<file path="src/rtl/prod_serializer_pkg.sv">
// Shared types and helpers for the product serializer and the multiplier
// array that feeds it.
package prod_serializer_pkg;

   // Default product geometry, shared with the multiplier array.
   localparam int unsigned DEF_DATA_W = 19;
   localparam int unsigned DEF_LANES  = 4;

   // Serializer control states.
   typedef enum logic [1:0] {
      IDLE  = 2'd0,
      SHIFT = 2'd1,
      GAP   = 2'd2
   } state_e;

   // Index width for n entries; never narrower than one bit.
   function automatic int unsigned lane_w(input int unsigned n);
      return (n <= 32'd2) ? 32'd1 : $clog2(n);
   endfunction

endpackage

</file>
<file path="src/rtl/prod_serializer_if.sv">
// Handshake bundle for the product serializer: a frame-wide input side and
// a one-product-per-beat output side, each with valid/ready.
interface prod_serializer_if
   import prod_serializer_pkg::*;
#(
   parameter int unsigned DATA_W = DEF_DATA_W,
   parameter int unsigned LANES  = DEF_LANES
);
   localparam int unsigned LW = lane_w(LANES);

   logic                    in_valid;
   logic                    in_ready;
   logic [LANES*DATA_W-1:0] in_data;
   logic                    out_valid;
   logic                    out_ready;
   logic [DATA_W-1:0]       out_data;
   logic [LW-1:0]           out_lane;
   logic                    out_last;

   // Environment side: offers frames and sinks products.
   modport master (
      output in_valid, in_data, out_ready,
      input  in_ready, out_valid, out_data, out_lane, out_last
   );

   // Serializer side.
   modport slave (
      input  in_valid, in_data, out_ready,
      output in_ready, out_valid, out_data, out_lane, out_last
   );
endinterface

</file>
<file path="src/rtl/prod_serializer.sv">
// Parallel-to-serial product buffer: captures LANES products in one beat and
// replays them one per accepted beat, followed by a programmable idle gap.
module prod_serializer
   import prod_serializer_pkg::*;
#(
   parameter int unsigned DATA_W     = DEF_DATA_W,
   parameter int unsigned LANES      = DEF_LANES,   // must be at least 2
   parameter int unsigned GAP_CYCLES = 4,
   parameter int unsigned REVERSE    = 0
) (
   input  logic                    clk,
   input  logic                    reset,
   prod_serializer_if.slave        bus,
   output logic                    busy
);
   localparam int unsigned LW      = lane_w(LANES);
   localparam int unsigned GW      = lane_w((GAP_CYCLES > 32'd1) ? GAP_CYCLES : 32'd2);
   localparam bit          REV     = (REVERSE != 32'd0);
   localparam int unsigned FIRST_I = REV ? (LANES - 32'd1) : 32'd0;
   localparam logic [LW-1:0] FIRST = LW'(FIRST_I);
   localparam logic [LW-1:0] FINAL = REV ? LW'(0) : LW'(LANES - 32'd1);
   localparam logic [LW-1:0] ONE   = LW'(1);
   localparam logic [GW-1:0] GONE  = GW'(1);
   localparam logic [GW-1:0] GLOAD = GW'(GAP_CYCLES - 32'd1);

   state_e            state_q;
   logic [DATA_W-1:0] hold_q [LANES];
   logic [GW-1:0]     gap_q;
   logic              out_valid_q;
   logic [DATA_W-1:0] out_data_q;
   logic [LW-1:0]     out_lane_q;
   logic              out_last_q;
   logic              busy_q;

   logic [LW-1:0]     idx_d;
   logic              in_ready_s;
   logic              take_s;
   logic              fire_s;

   // Next lane index and handshake qualifiers. With no gap, the final beat of
   // a frame also accepts the next frame so the output never bubbles.
   always_comb begin
      idx_d      = REV ? (out_lane_q - ONE) : (out_lane_q + ONE);
      in_ready_s = 1'b0;
      if (state_q == IDLE) begin
         in_ready_s = 1'b1;
      end else if ((GAP_CYCLES == 32'd0) && (state_q == SHIFT)) begin
         in_ready_s = out_last_q & bus.out_ready;
      end else begin
         in_ready_s = 1'b0;
      end
      take_s = bus.in_valid & in_ready_s;
      fire_s = out_valid_q & bus.out_ready;
   end

   // Control FSM, hold-register file and registered output stage.
   always_ff @(posedge clk or posedge reset) begin
      if (reset) begin
         state_q     <= IDLE;
         gap_q       <= '0;
         out_valid_q <= 1'b0;
         out_data_q  <= '0;
         out_lane_q  <= '0;
         out_last_q  <= 1'b0;
         busy_q      <= 1'b0;
         for (int i = 0; i < int'(LANES); i++) begin
            hold_q[i] <= '0;
         end
      end else begin
         if (take_s) begin
            for (int i = 0; i < int'(LANES); i++) begin
               hold_q[i] <= bus.in_data[i*int'(DATA_W) +: DATA_W];
            end
         end
         case (state_q)
            IDLE: begin
               if (take_s) begin
                  // First lane comes straight from the bus so it shows next cycle.
                  state_q     <= SHIFT;
                  out_valid_q <= 1'b1;
                  out_lane_q  <= FIRST;
                  out_data_q  <= bus.in_data[FIRST_I*DATA_W +: DATA_W];
                  out_last_q  <= 1'b0;
                  busy_q      <= 1'b1;
               end
            end
            SHIFT: begin
               if (fire_s) begin
                  if (out_last_q) begin
                     out_last_q <= 1'b0;
                     if (GAP_CYCLES == 32'd0) begin
                        if (take_s) begin
                           out_valid_q <= 1'b1;
                           out_lane_q  <= FIRST;
                           out_data_q  <= bus.in_data[FIRST_I*DATA_W +: DATA_W];
                        end else begin
                           state_q     <= IDLE;
                           out_valid_q <= 1'b0;
                           busy_q      <= 1'b0;
                        end
                     end else begin
                        state_q     <= GAP;
                        gap_q       <= GLOAD;
                        out_valid_q <= 1'b0;
                     end
                  end else begin
                     out_lane_q <= idx_d;
                     out_data_q <= hold_q[idx_d];
                     out_last_q <= (idx_d == FINAL);
                  end
               end
            end
            GAP: begin
               if (gap_q == '0) begin
                  state_q <= IDLE;
                  busy_q  <= 1'b0;
               end else begin
                  gap_q <= gap_q - GONE;
               end
            end
            default: begin
               state_q     <= IDLE;
               out_valid_q <= 1'b0;
               out_last_q  <= 1'b0;
               busy_q      <= 1'b0;
            end
         endcase
      end
   end

   assign bus.in_ready  = in_ready_s;
   assign bus.out_valid = out_valid_q;
   assign bus.out_data  = out_data_q;
   assign bus.out_lane  = out_lane_q;
   assign bus.out_last  = out_last_q;
   assign busy          = busy_q;

endmodule

</file>
<file path="src/flat_wrapper.sv">
// flat-port wrapper written by rule: the top's interface ports become plain ports
module prod_serializer_flat import prod_serializer_pkg::*;
#(
   parameter int unsigned DATA_W     = DEF_DATA_W,
   parameter int unsigned LANES      = DEF_LANES,                        
   parameter int unsigned GAP_CYCLES = 4,
   parameter int unsigned REVERSE    = 0
)
  (clk, reset, busy, bus_in_valid, bus_in_data, bus_out_ready, bus_in_ready, bus_out_valid, bus_out_data, bus_out_lane, bus_out_last);
  prod_serializer_if #(.DATA_W(DATA_W), .LANES(LANES)) bus_i ();
  input  logic clk;
  input  logic reset;
  output logic busy;
  input wire logic [$bits(bus_i.in_valid)-1:0] bus_in_valid;
  input wire logic [$bits(bus_i.in_data)-1:0] bus_in_data;
  input wire logic [$bits(bus_i.out_ready)-1:0] bus_out_ready;
  output wire logic [$bits(bus_i.in_ready)-1:0] bus_in_ready;
  output wire logic [$bits(bus_i.out_valid)-1:0] bus_out_valid;
  output wire logic [$bits(bus_i.out_data)-1:0] bus_out_data;
  output wire logic [$bits(bus_i.out_lane)-1:0] bus_out_lane;
  output wire logic [$bits(bus_i.out_last)-1:0] bus_out_last;
  assign bus_i.in_valid = bus_in_valid;
  assign bus_i.in_data = bus_in_data;
  assign bus_i.out_ready = bus_out_ready;
  assign bus_in_ready = bus_i.in_ready;
  assign bus_out_valid = bus_i.out_valid;
  assign bus_out_data = bus_i.out_data;
  assign bus_out_lane = bus_i.out_lane;
  assign bus_out_last = bus_i.out_last;
  prod_serializer #(.DATA_W(DATA_W), .LANES(LANES), .GAP_CYCLES(GAP_CYCLES), .REVERSE(REVERSE)) u_core (.clk(clk), .reset(reset), .bus(bus_i), .busy(busy));
endmodule
</file>
<file path="config.mk">
export PLATFORM = sky130hd
export DESIGN_NAME = prod_serializer_flat
export DESIGN_NICKNAME = d
export VERILOG_FILES = /design/src/rtl/prod_serializer_pkg.sv /design/src/rtl/prod_serializer_if.sv /design/src/rtl/prod_serializer.sv /design/src/flat_wrapper.sv
export SDC_FILE = /design/constraint.sdc
export NUM_CORES = 1
export LEC_CHECK = 0
export ABC_CLOCK_PERIOD_IN_PS = 4000
export BUFFER_PORTS_ARGS = -buffer_cell sky130_fd_sc_hd__buf_2
export CAP_MARGIN = 20
export CORE_UTILIZATION = 54
export CTS_CLUSTER_DIAMETER = 100
export DETAILED_ROUTE_END_ITERATION = 16
export GPL_TIMING_DRIVEN = 0
export PLACE_DENSITY = 0.79
export SETUP_SLACK_MARGIN = 0.05
export SYNTH_ARGS = -nofsm -noshare
export SYNTH_HDL_FRONTEND = slang
export SYNTH_SLANG_ARGS = --single-unit
export TNS_END_PERCENT = 30
</file>
<file path="constraint.sdc">
create_clock -name clk -period 4 [get_ports clk]
set_input_delay 0.8 -clock clk [delete_from_list [all_inputs] [get_ports clk]]
set_output_delay 0.8 -clock clk [all_outputs]
set_load 0.01 [all_outputs]
</file>
# After elaboration in Yosys (flattened, before gate mapping)
# Index checks and enable logic that the tools add are counted.
[totals] register_bits=104 word_cells=69
[op_classes] n_addsub=2 n_lt_le_gt_ge=1 n_eq_ne=9 mux=31 bitwise=5 reduce_logical=10
[op_table] op="$mux W19" count=5
[op_table] op="$bmux W19 S2" count=1
[op_table] op="$pmux W19 S2" count=1
[op_table] op="$mux W2" count=10
[op_table] op="$reduce_and A4 Y1" count=4
[op_table] op="$pmux W1 S3" count=3
[op_table] op="$mux W1" count=8
[op_table] op="$ne A2 B1 Y1 const B" count=4
[op_table] op="$pmux W2 S2" count=2
[op_table] op="$pmux W2 S3" count=1
[op_table] op="$reduce_and A3 Y1" count=2
[op_table] op="$eq A2 B2 Y1 const B" count=2
[op_table] op="$logic_not A2 Y1" count=2
[op_table] op="$ne A2 B2 Y1 const B" count=2
[op_table] op="$reduce_bool A2 Y1" count=2
[op_table] op="$ge A3 B3 Y1 const B" count=1
[op_table] op="$not A2 Y3" count=1
[op_table] op="$add A2 B1 Y2 const B" count=1
[op_table] op="$and A1 B1 Y1" count=2
[op_table] op="$eq A2 B1 Y1 const B" count=1
[op_table] op="$not A1 Y1" count=2
[op_table] op="$sub A2 B1 Y2 const B" count=1

# Logic depth before layout (Yosys ltp)
[depth] ltp_word=8 depth_mapped=8 mapped_depth_nobuf=5

# Worst setup path after synthesis
# Ideal clock, no wire load.
[synth_path] kind="register -> register" start="reg u_core.out_lane_q[0] (netlist: u_core.bus.out_lane[0])" end="reg u_core.out_data_q[0] (netlist: u_core.bus.out_data[0])" arrival_ns=1.804 required_ns=3.878 setup_slack_ns=2.075 stages_incl_launch_ff=9 path_buffers=3 synth_period_minus_slack_ns=1.925 path_cell_list="dfrtp_1 > inv_1 > ha_1 > clkbuf_1 > buf_4 > buf_4 > mux2i_1 > nand2_1 > a32o_1"
[synth_via] elab_chain_cells=8
[synth_lines] element="start, declared" line_no="prod_serializer.sv:31" rtl="logic [LW-1:0] out_lane_q;"
[synth_lines] element="start signal, assigned" line_no="prod_serializer.sv:107" rtl="out_lane_q <= idx_d;"
[synth_lines] element="$add A2 B1 Y2" line_no="prod_serializer.sv:43" rtl="idx_d = REV ? (out_lane_q - ONE) : (out_lane_q + ONE);"
[synth_lines] element="$not A2 Y3 (implied by the code)" line_no="prod_serializer.sv:108" rtl="out_data_q <= hold_q[idx_d];"
[synth_lines] element="$bmux W19 S2" line_no="prod_serializer.sv:108"
[synth_lines] element="$mux W19 (implied by the code) (2 in a row)" line_no="prod_serializer.sv:108"
[synth_lines] element="$mux W19" line_no="prod_serializer.sv:89" rtl="if (out_last_q) begin"
[synth_lines] element="$mux W19" line_no="prod_serializer.sv:88" rtl="if (fire_s) begin"
[synth_lines] element="$pmux W19 S2" line_no="prod_serializer.sv:75" rtl="case (state_q)"
[synth_lines] element="end signal, assigned" line_no="prod_serializer.sv:82" rtl="out_data_q <= bus.in_data[FIRST_I*DATA_W +: DATA_W];"
[synth_lines] element="end signal, assigned" line_no="prod_serializer.sv:95" rtl="out_data_q <= bus.in_data[FIRST_I*DATA_W +: DATA_W];"
[synth_lines] element="end signal, assigned" line_no="prod_serializer.sv:108"
[synth_lines] element="end, declared" line_no="prod_serializer.sv:30" rtl="logic [DATA_W-1:0] out_data_q;"
# Every way passes these cells. The select of a mux whose other input is x is not followed.
# A chain may end at the register's enable or synchronous reset.

# Final worst setup path
[layout_path] start="reg u_core.state_q[1]" end="out bus_in_ready"
[layout_via] elab_chain_cells=2
[layout_lines] element="start, declared" line_no="prod_serializer.sv:26" rtl="state_e state_q;"
[layout_lines] element="start signal, assigned" line_no="prod_serializer.sv:59" rtl="state_q <= IDLE;"
[layout_lines] element="start signal, assigned" line_no="prod_serializer.sv:79" rtl="state_q <= SHIFT;"
[layout_lines] element="start signal, assigned" line_no="prod_serializer.sv:97" rtl="state_q <= IDLE;"
[layout_lines] element="$logic_not A2 Y1" line_no="prod_serializer.sv:45" rtl="if (state_q == IDLE) begin"
[layout_lines] element="$mux W1" line_no="prod_serializer.sv:45"
[layout_lines] element="end, declared" line_no="flat_wrapper.sv:17" rtl="output wire logic [$bits(bus_i.in_ready)-1:0] bus_in_ready;"
# Every way passes these cells.

==> metrics <==
status=complete, no violations; First-pass DRT Iterations=4; hold depth=1; number of setup violations in the final report=0; worst setup path category=flop to output port; hold worst-path end=u_core.bus.out_data[0]; RSZ-0062 raised after global routing=false; Hold Buf Count CTS=0; total global-route track usage=25.53%; Int Pwr=3.091 mW; Clk pwr share=14.1%; RR Endpoint=u_core.bus.out_data[10]; H-tree levels=3; slew of the pin with the lowest slew margin=0.6428 ns; diode count=0; Leak=2.724 nW; fillcell total=687; Clock Pin Slew Worst Setup and Hold Paths=0.10 ns; Final Routed Wirelength=11280 um; Area Growth Syn to Fin=18.53%; first-pass GRT wire length=18660 um; initial DRC count=166; worst-path fanout max=10; max cap viols=0; Comb pwr share=47.8%; largest cells by area after synthesis=dfrtp_1 (54%), mux2_2 (18%), mux2i_1 (8.3%), a32o_1 (3.9%), a211oi_1 (2.9%); Longest Clk Path Bufs=2; Avg WL per Cell=18.70 um; Post-synth EDFFs=0; Synth top area share=53.76%; total number of vias=3497; hold_sp=u_core.bus.out_data[0]; CP startpoint kind=flop; Tcrit/Tclk final=61.56%; Via density=5.799; layout cells sized above 1=45.45%; Site Rows=34; Max Clock Freq=406.1 MHz; Pwr Density=862.7 mW/mm^2; Setup Total Neg Slack=0 ns; Clk Latency, worst-skew pair=0.37 ns; Reg power frac=38.1%; largest net degree at the start of global routing=56; Distinct cells, synth=34; TritonCTS Buffers=9; Post-synth top flop=dfrtp_1; Core Area=0.008721 mm^2; reg-to-reg slack, setup=1.77 ns; Syn Nets=456; grt total ovfl=0; #FFs+latches synth=104; DR DRC count=0; mean area per synthesized cell=12.94 um^2; critical path's top delay family=buffers and inverters; CTS tree=built; CP peak stage delay=0.45 ns; origin of the critical flop-to-flop path=u_core.bus.out_lane[0]; synthesized cell area=0.004841 mm^2; Data arrival, critical path=1.66 ns; initial antenna violation count=0; sequential fraction of the synthesis area=53.76%; Die Wd=96.68 um; CTS sink cnt=104; CP Data Required Time=3.20 ns; Clock Skews=0.01365 ns; leading area contributor after synthesis=dfrtp_1; Hold Violations, Final=0; final core occ=65.80%; Net Sw Power=1.859 mW; die area=0.009347 mm^2; HPWL after DPL=8044 um; IO Count=105; worst path bufs/invs=3; CP endpoint kind=output port; Layout Nets=572; Net Sw Frac=37.56%; gp weighted congestion=0.8252; Rel. slew slack=57.15%; initial core utilization=55.51%; Tot Pwr=4.950 mW; Placed Area=0.005527 mm^2; post-CTS sizing=0; Mapped Cells=374; r2r worst-path depth=7; Worst path slowest cell=clkbuf_1; # Post-CTS Setup Buffers=0; Warnings, synthesis=0; ys async rst share=100.0%; vias in the first global route=3744; Routed Antenna Nets=0; maximum vdd drop=0.4759 mV; Hold WC Path Type=flop to flop; post-route cell area=0.005738 mm^2; max-slew violation count=0; die height=96.68 um; port bufs=104; Root Driver=clkbuf_8; Cell Chain, Critical Path=buf_6 > clkbuf_1 > nor2_1 > buf_2; Period minus WS final=2.463 ns
## sequential cells by signal, summed over array words and instances, names as in the netlist
name / count
u_core.bus.out_last: 1
u_core.busy: 1
u_core.hold_q: 76
u_core.bus.out_data: 19
u_core.bus.out_valid: 1
u_core.bus.out_lane: 2
u_core.state_q: 2
u_core.gap_q: 2
## Yosys cell counts (all sizes together) (3+ instances only)
cell / number
dfrtp: 104
mux2: 77
mux2i: 40
nor2: 25
nand2: 24
buf: 22
a211oi: 19
a32o: 19
inv: 7
o21ai: 5
clkbuf: 4
a21oi: 3
nand2b: 3
nor2b: 3
## cells by family after synthesis
logic type | after synthesis | share of synthesized area [%]
flip-flops | 104 | 53.76
buffers and inverters | 33 | 4.161
AND/OR/NAND/NOR | 63 | 6.152
multiplexers | 117 | 26.18
adder cells (fa/ha/maj) | 2 | 0.5168
AO/OA/AOI/OAI | 55 | 9.228
## placed cells by master (no fill, tap or decap), types with 2 or more instances in the layout
master / Yosys / layout
a211oi_1: 19 / 19
and3b_1: 2 / 2
mux2i_1: 40 / 40
nor2_1: 24 / 24
o21ai_0: 4 / 4
inv_1: 7 / 6
nand2_1: 24 / 24
a32o_1: 19 / 19
nand3_1: 2 / 2
ha_1: 2 / 2
mux2_2: 77 / 77
dfrtp_1: 104 / 104
buf_6: 4 / 4
buf_4: 10 / 10
clkbuf_8: 0 / 10
nor2b_1: 3 / 3
nand2b_1: 3 / 3
clkinvlp_4: 0 / 2
a21oi_1: 3 / 3
inv_6: 0 / 2
buf_2: 8 / 112
clkbuf_1: 4 / 4
## worst max path at each step
| stage | startpoint | cells after the start | end | slack (ns) |
|---|---|---|---|---|
| 6_report | u_core.state_q[1] | 4 | bus_in_ready | 1.54 |
| 5_1_grt | u_core.state_q[1] | 4 | bus_in_ready | 1.48 |
| 4_1_cts | u_core.state_q[1] | 4 | bus_in_ready | 1.58 |
| 3_5_place_dp | bus_in_valid | 6 | u_core.hold_q[69] | 1.77 |
| 3_3_place_gp | reset | 2 | u_core.hold_q[25] | -0.68 |
| 2_1_floorplan | reset | 1 | u_core.bus.out_data[0] | 0.47 |
## layer usage
metal	global-route usage, %	share of wire [%]	up-vias	wire [um]
met3	5.419	5.6	20	630
met2	41.44	48	115	5451
met5	0	0	-	0
li1	-	-	1586	-
met1	33.94	44	1776	4942
met4	9.414	2.2	0	253
## power groups by stage
| stage | clock network [mW] | logic [mW] | registers [mW] |
|---|---|---|---|
| floorplan | 0 | 1.71 | 1.88 |
| global placement | 0 | 2.30 | 1.87 |
| detailed placement | 0 | 2.37 | 1.91 |
| CTS | 0.709 | 2.38 | 1.88 |
| global route | 0.754 | 2.56 | 1.95 |
| finish | 0.697 | 2.37 | 1.89 |
## through the flow
stage          hold slack [ns]  worst slack [ns]  std cells
3_3_place_gp            0.4700           -0.6816        586
6_report                0.4996             1.537        603
4_1_cts                 0.5035             1.577        603
2_1_floorplan           0.4600            0.4678        374
5_1_grt                 0.5292             1.480        603
3_5_place_dp            0.4806             1.774        587
## final cells by class
type,instances,area [um^2],share of cell area [%]
clock inverters,6,73.82,1.287
clock buffers,10,137.6,2.399
plain buffers,26,175.2,3.053
multi-input cells,237,2037,35.50
flip-flops and latches,104,2603,45.36
well taps,108,135.1,2.355
inverters,7,28.78,0.5015
repair buffers,105,548.0,9.551
Note: power is estimated with default switching activity, not from simulation.
